==> config.mk <==
export PLATFORM = sky130hd
export DESIGN_NAME = csr_sched_tracker
export DESIGN_NICKNAME = d
export VERILOG_FILES = /design/src/rtl/csr_sched_tracker_pkg.sv /design/src/rtl/csr_sched_tracker_warp_pending_counter.sv /design/src/rtl/csr_sched_tracker.sv
export SDC_FILE = /design/constraint.sdc
export NUM_CORES = 1
export LEC_CHECK = 0
export CAP_MARGIN = 10
export CORE_MARGIN = 2
export CORE_UTILIZATION = 30
export CTS_CLUSTER_DIAMETER = 80
export DETAILED_ROUTE_END_ITERATION = 12
export DONT_BUFFER_PORTS = 1
export PLACE_DENSITY_LB_ADDON = 0.3
export SYNTH_ARGS = -nofsm -noshare
export SYNTH_HDL_FRONTEND = slang
export SYNTH_SLANG_ARGS = --single-unit
==> constraint.sdc <==
create_clock -name clk -period 5.8 [get_ports clk]
set_clock_uncertainty 0.1 [all_clocks]
set_input_delay 0.58 -clock clk [delete_from_list [all_inputs] [get_ports clk]]
set_output_delay 0.58 -clock clk [all_outputs]
set_load 0.01 [all_outputs]
==> src/rtl/csr_sched_tracker_pkg.sv <==
// Shared sizing constants for the CSR/scheduler handshake tracker.
package csr_sched_tracker_pkg;

  localparam int NUM_WARPS    = 4;
  localparam int PENDING_SIZE = 16;
  localparam int NW_WIDTH     = (NUM_WARPS > 1) ? $clog2(NUM_WARPS) : 1;
  localparam int CNT_W        = $clog2(PENDING_SIZE + 1);

endpackage

==> src/rtl/csr_sched_tracker_warp_pending_counter.sv <==
// Per-warp in-flight instruction counter: up/down, saturating at 0 and PENDING_SIZE.
module warp_pending_counter
  import csr_sched_tracker_pkg::*;
(
  input  logic clk_i,
  input  logic rst_ni,
  input  logic inc_i,
  input  logic dec_i,
  output logic full_o,
  output logic empty_o,
  output logic alm_empty_o
);

  localparam logic [CNT_W-1:0] CNT_MAX = CNT_W'(PENDING_SIZE);

  logic [CNT_W-1:0] cnt_q, cnt_d;

  assign full_o      = (cnt_q == CNT_MAX);
  assign empty_o     = (cnt_q == '0);
  assign alm_empty_o = (cnt_q <= CNT_W'(1));

  // Simultaneous inc/dec cancel; illegal over/underflow holds the count.
  always_comb begin
    cnt_d = cnt_q;
    if (inc_i && !dec_i && !full_o) begin
      cnt_d = cnt_q + CNT_W'(1);
    end else if (dec_i && !inc_i && !empty_o) begin
      cnt_d = cnt_q - CNT_W'(1);
    end
  end

  always_ff @(posedge clk_i or negedge rst_ni) begin
    if (!rst_ni) begin
      cnt_q <= '0;
    end else begin
      cnt_q <= cnt_d;
    end
  end

  always @(posedge clk_i) begin
    if (rst_ni) begin
      assert (!(inc_i && !dec_i && full_o))
        else $warning("warp_pending_counter: issue on a full warp, count held");
      assert (!(dec_i && !inc_i && empty_o))
        else $warning("warp_pending_counter: retire on an empty warp, count held");
    end
  end

endmodule

==> src/rtl/csr_sched_tracker.sv <==
// Scheduler-side CSR responder: per-warp pending counts, CSR lock bits,
// almost-empty query and the free-running cycle counter.
module csr_sched_tracker
  import csr_sched_tracker_pkg::*;
(
  input  logic                 clk,
  input  logic                 reset,
  input  logic                 issue_fire,
  input  logic [NW_WIDTH-1:0]  issue_wid,
  input  logic                 issue_is_csr,
  input  logic                 commit_fire,
  input  logic [NW_WIDTH-1:0]  commit_wid,
  input  logic                 commit_eop,
  input  logic [NW_WIDTH-1:0]  alm_empty_wid,
  output logic                 alm_empty,
  input  logic                 unlock_warp,
  input  logic [NW_WIDTH-1:0]  unlock_wid,
  output logic [NUM_WARPS-1:0] warp_ready,
  output logic [NUM_WARPS-1:0] pending_empty,
  output logic [63:0]          cycles
);

  logic [NUM_WARPS-1:0] lock_q, lock_d;
  logic [NUM_WARPS-1:0] full_w, alm_w;
  logic [63:0]          cycles_q, cycles_d;

  for (genvar w = 0; w < NUM_WARPS; w++) begin : g_warp
    logic inc, dec;
    assign inc = issue_fire && (issue_wid == NW_WIDTH'(w));
    assign dec = commit_fire && commit_eop && (commit_wid == NW_WIDTH'(w));

    warp_pending_counter u_cnt (
      .clk_i       (clk),
      .rst_ni      (reset),
      .inc_i       (inc),
      .dec_i       (dec),
      .full_o      (full_w[w]),
      .empty_o     (pending_empty[w]),
      .alm_empty_o (alm_w[w])
    );
  end

  // Lock FSM per warp: a CSR issue locks, unlock_warp releases; set wins a collision.
  always_comb begin
    lock_d = lock_q;
    for (int w = 0; w < NUM_WARPS; w++) begin
      if (issue_fire && issue_is_csr && (issue_wid == NW_WIDTH'(w))) begin
        lock_d[w] = 1'b1;
      end else if (unlock_warp && (unlock_wid == NW_WIDTH'(w))) begin
        lock_d[w] = 1'b0;
      end
    end
  end

  assign cycles_d = cycles_q + 64'd1;

  always_ff @(posedge clk or negedge reset) begin
    if (!reset) begin
      lock_q   <= '0;
      cycles_q <= '0;
    end else begin
      lock_q   <= lock_d;
      cycles_q <= cycles_d;
    end
  end

  assign warp_ready = ~lock_q & ~full_w;
  assign alm_empty  = alm_w[alm_empty_wid];
  assign cycles     = cycles_q;

  always @(posedge clk) begin
    if (reset) begin
      assert (!(unlock_warp && !lock_q[unlock_wid]))
        else $warning("csr_sched_tracker: unlock of unlocked warp %0d ignored", unlock_wid);
      assert (!(unlock_warp && issue_fire && issue_is_csr && (issue_wid == unlock_wid)))
        else $warning("csr_sched_tracker: lock set and clear collide on warp %0d", unlock_wid);
    end
  end

endmodule

Word-level counts from Yosys, hierarchy flattened
Cells that the tools add are included.
{"block": "totals", "reg_bits": 88, "elab_cells": 122, "input_bits": 15, "output_inout_bits": 73}
{"block": "classes", "n_addsub": 9, "n_eq_ne": 13, "n_reduce_logical": 65, "bitwise_logic": 3, "muxes": 18, "order_cmp": 5}
{"operator": "$add A64 B1 Y64 const B", "n": 1}
{"operator": "$mux W5", "n": 8}
{"operator": "$logic_and A1 B1 Y1", "n": 34}
{"operator": "$add A5 B1 Y5 const B", "n": 4}
{"operator": "$eq A5 B5 Y1 const B", "n": 4}
{"operator": "$le A5 B1 Y1 const B", "n": 4}
{"operator": "$logic_not A5 Y1", "n": 4}
{"operator": "$sub A5 B1 Y5 const B", "n": 4}
{"operator": "$logic_not A1 Y1", "n": 16}
{"operator": "$reduce_bool A2 Y1", "n": 8}
{"operator": "$eq A2 B2 Y1 const B", "n": 6}
{"operator": "$mux W1", "n": 9}
{"operator": "$not A4 Y4", "n": 2}
{"operator": "$eq A2 B1 Y1 const B", "n": 3}
{"operator": "$logic_not A2 Y1", "n": 3}
{"operator": "$and A4 B4 Y4", "n": 1}
{"operator": "$lt A2 B3 Y1 const B", "n": 1}
{"operator": "$bmux W1 S2", "n": 1}

Depth between registers and ports, before layout
{"block": "logic_depth", "depth_word": 7, "ltp_mapped": 8, "ltp_nobuf": 7}

Hierarchy
Synthesis repeated with hierarchy kept, for this count alone.
{"block": "hier_totals", "hier_cells": 465, "area_unflattened_um2": 4974.8}
{"mod": "csr_sched_tracker", "seq_area_each_um2": 1701.6, "instances": 1, "cells_per_inst": 309, "area_each_um2": 3333.2}
{"mod": "warp_pending_counter", "seq_area_each_um2": 125.1, "instances": 4, "cells_per_inst": 39, "area_each_um2": 410.4}

Worst setup path after synthesis
Ideal clock, no wire load.
{"block": "synth_path", "path_kind": "flip-flop to flip-flop", "startpoint": "register cycles_q[36] (netlist: cycles[36])", "endpoint": "register cycles_q[59] (netlist: cycles[59])", "setup_ns": 0.079, "t_arrival_ns": 1.900, "path_slack_ns": 3.721, "path_buffers": 1, "path_stages_with_launch": 7, "required_time_ns": 5.621, "period_less_slack_ns": 2.079, "cell_sequence": "dfrtp_1 > nand4_2 > or4_1 > buf_2 > or3_4 > nor3_2 > xor2_1"}
{"block": "synth_between", "elab_chain_cells": 1}
{"element": "start: declaration", "line": "csr_sched_tracker.sv:25", "text": "logic [63:0] cycles_q, cycles_d;"}
{"element": "start signal: assignment", "line": "csr_sched_tracker.sv:63", "text": "cycles_q <= cycles_d;"}
{"element": "$add A64 B1 Y64", "line": "csr_sched_tracker.sv:55", "text": "assign cycles_d = cycles_q + 64'd1;"}
{"element": "via cycles_d[59]", "line": "csr_sched_tracker.sv:25"}
The timed path passes the listed nets, and every way through them passes these cells.
A chain may end at the register's enable or synchronous reset.

Worst setup path in the final report
{"block": "layout_path", "startpoint": "register cycles_q[8] (netlist: cycles[8])", "endpoint": "register cycles_q[56] (netlist: cycles[56])"}
Same word-level chain as after synthesis.

==> results.ini <==
[critical_path]
path_cells=nand3_1 -> nor3_1 -> nand4_1 -> nor4_1 -> xor2_1
critical_path_class=reg2reg
cp_data_required_time_ns=5.97
crit_path_max_incr_delay_ns=0.59
arrival_ns=2.87
cp_slowest_cell=nor3_1
cp_max_fo=11
startpoint_type=flip-flop
regToRegSetupSlack_ns=3.10
crit_path_end_kind=flip-flop

[clock_tree]
cts_tree=yes
clk_pin_slew_ns=0.07
htreeDepth=3
clock_path_buffers=2
cts_setup_buffers=0
holdBufCountCts=1
clk_latency_ns=0.35
ctsRootBufferMaster=clkbuf_16
cts_buffers=9
cts.sink_count=88
postCtsResizedCells=0

[placed_design]
gp_congestion=0.8081
port_buffers=0
dpl.cell_count=625
hpwl_mm=7.056

[power_and_ir_drop]
p_clk_frac=0.359
p_sw_mw=0.5098
p_sw_frac=0.3064
power_frac_comb=0.162
intPower_mw=1.154
p_per_area_mw_per_mm2=327.1
vdd_drop_max_v=0.0001776
p_leak_nw=2.262
power_frac_seq=0.479

[outcome]
status=finished, final reports clean

[synth]
netlist_area_mm2=0.004582
ys_seq_area_frac=0.4806
yosysMostFrequentCell=dfrtp_1
syn_avg_cell_area_um2=10.20
synth_edf_count=0
synth_xor_xnor_area_share=0.1491
synth_top_area_share=0.4806
synthFlopType=dfrtp_1
synth_compound_area_frac=0.04779
synth.distinct_cells=51
yosys.area_share.simple=0.2403
synthAdderAreaFrac=0.04642
ys.warnings.count=0
syn_nets=481
synth_top_family_by_area=simple AND/OR/NAND/NOR gates
async_flop_share=1.000
synth-seq-cells=88
yosysTopAreaCell=dfrtp_1
muxShareOfSynthArea=0.002185
synthTopCellsByArea=dfrtp_1 (48%), xnor2_1 (8.4%), xor2_1 (6.5%)
netlist_top_cells_count=dfrtp_1 (88), xnor2_1 (44), nand2_1 (41), xor2_1 (34), nor2_1 (33)
syn_inst=449

[route]
routed_wl_mm=9.843
ant_nets=0
dr.pass1.iters=4
vias=3176
drtIter0Drc=142
drc_errors=0
wl_per_cell_um=15.33
vias_per_cell=4.947

[global_routing]
grt_pass1_vias=3245
overflow=0
track_usage=0.1275
grt_pass1_wl_mm=16.66
antenna_found_initial=0
grt_max_degree=89

[sta]
rsz0062_at_grt=false
tightestPinTransition_ns=0.8157
fin_crit_ns=2.701
slew_violations=0
period_share=0.4657
max_freq_mhz=370.3
fin_tns_setup_ns=0
finalSetupViolCount=0
final-hold-violation-count=0
slew_headroom=0.4512

[die]
initial_core_util=0.3036
die_w_um=127.6
coreArea_mm2=0.01509
io_pins=88
die_h_um=127.6
rows=45
dieArea_mm2=0.01628

[layout]
fin_util=0.3371
fin_nets=481
fillers=1517
area_growth_pct=11.03
drive_above_1_share=0.06388
n_antenna_cell=0
final_cells=642

[hold_path]
hold_class=in2async

[job]
maxCapViolCount=0

-- worst max-delay path: cells and delay by family (launching register included) --
| family | cells | cell delay [ns] |
|---|---|---|
| xor gates and xnor gates | 1 | 0.18 |
| DFF | 1 | 0.47 |
| and+or+nand+nor | 4 | 1.88 |
-- logic make-up after synthesis --
kind of cell    after synthesis
simple gates                198
mux                           1
xor+xnor                     78
buf+inv                      36
compound gates               31
flops                        88
fa+ha+maj                    17
-- sequential cells by signal (all words and copies together) (netlist names) --
name and cells:
cycles 64, g_warp.u_cnt.cnt_q 20, lock_q 4
-- through the flow --
stage                     hold slack [ns]  worst slack (ns)  area (µm²)  total power [mW]
after floorplan                    0.1844             3.721        4582             1.011
after global placement             0.1865             3.155        4757             1.051
after detailed placement           0.1862             3.068        4757             1.065
after CTS                         0.05653             3.056        5087             1.696
after global routing              0.06511             2.766        5087             1.776
final                             0.05595             3.099        5087             1.664
-- layout make-up --
class	instances	area (µm²)	area share
clock buffers	9	225.2	0.04427
clock inverters	7	77.57	0.01525
inverters	23	86.33	0.01697
multi-input cells	325	2226	0.4375
flip-flops and latches	88	2202	0.4329
well taps	188	235.2	0.04624
repair buffers	2	35.03	0.006886
-- power by group through the flow --
stage,clock network [mW],logic [mW],registers [mW]
2_1_floorplan,0,0.254,0.756
3_3_place_gp,0,0.245,0.805
3_5_place_dp,0,0.259,0.806
4_1_cts,0.625,0.274,0.796
5_1_grt,0.650,0.313,0.813
6_report,0.597,0.269,0.798
-- layer usage --
metal | vias up | GRT usage | part of all wire
met4 | 0 | 0.03491 | 0.0099
met2 | 86 | 0.1991 | 0.45
li1 | 1557 | - | -
met1 | 1525 | 0.1553 | 0.44
met3 | 8 | 0.06533 | 0.098
met5 | - | 0 | 0
-- worst paths after layout --
kind / start / endpoint / depth (start not counted)
min reg2reg: lock_q[0]$_DFFE_PN0P_ / lock_q[0]$_DFFE_PN0P_ / 1
max reg2reg: cycles[8]$_DFF_PN0_ / cycles[56]$_DFF_PN0_ / 5
min: reset / cycles[21]$_DFF_PN0_ / 1
max in group asynchronous: reset / g_warp[1].u_cnt.cnt_q[2]$_DFFE_PN0P_ / 1
min in group clk: issue_is_csr / lock_q[2]$_DFFE_PN0P_ / 2
max: cycles[8]$_DFF_PN0_ / cycles[56]$_DFF_PN0_ / 5
-- placed cells by master (no fill, tap or decap), types with 2 or more instances in the layout --
master	n
nor3_1	17
nand3b_1	4
o21ai_0	5
and4_1	3
inv_1	23
and2_1	3
ha_1	17
nand3_1	27
inv_6	3
nor2b_1	3
nor4_1	13
and3_1	7
nor2_1	33
nor4b_1	7
o31ai_1	2
nand4b_1	2
nand2_1	41
or2_2	4
xnor2_1	44
dfrtp_1	88
a32oi_1	2
clkbuf_16	9
nand4bb_1	3
o22ai_1	2
nor4bb_1	2
o21bai_1	3
a22o_1	3
nand4_1	16
and3b_1	5
xor2_1	34
a21oi_1	5
a41oi_1	2
No activity file was read; power rests on OpenSTA's default activity.
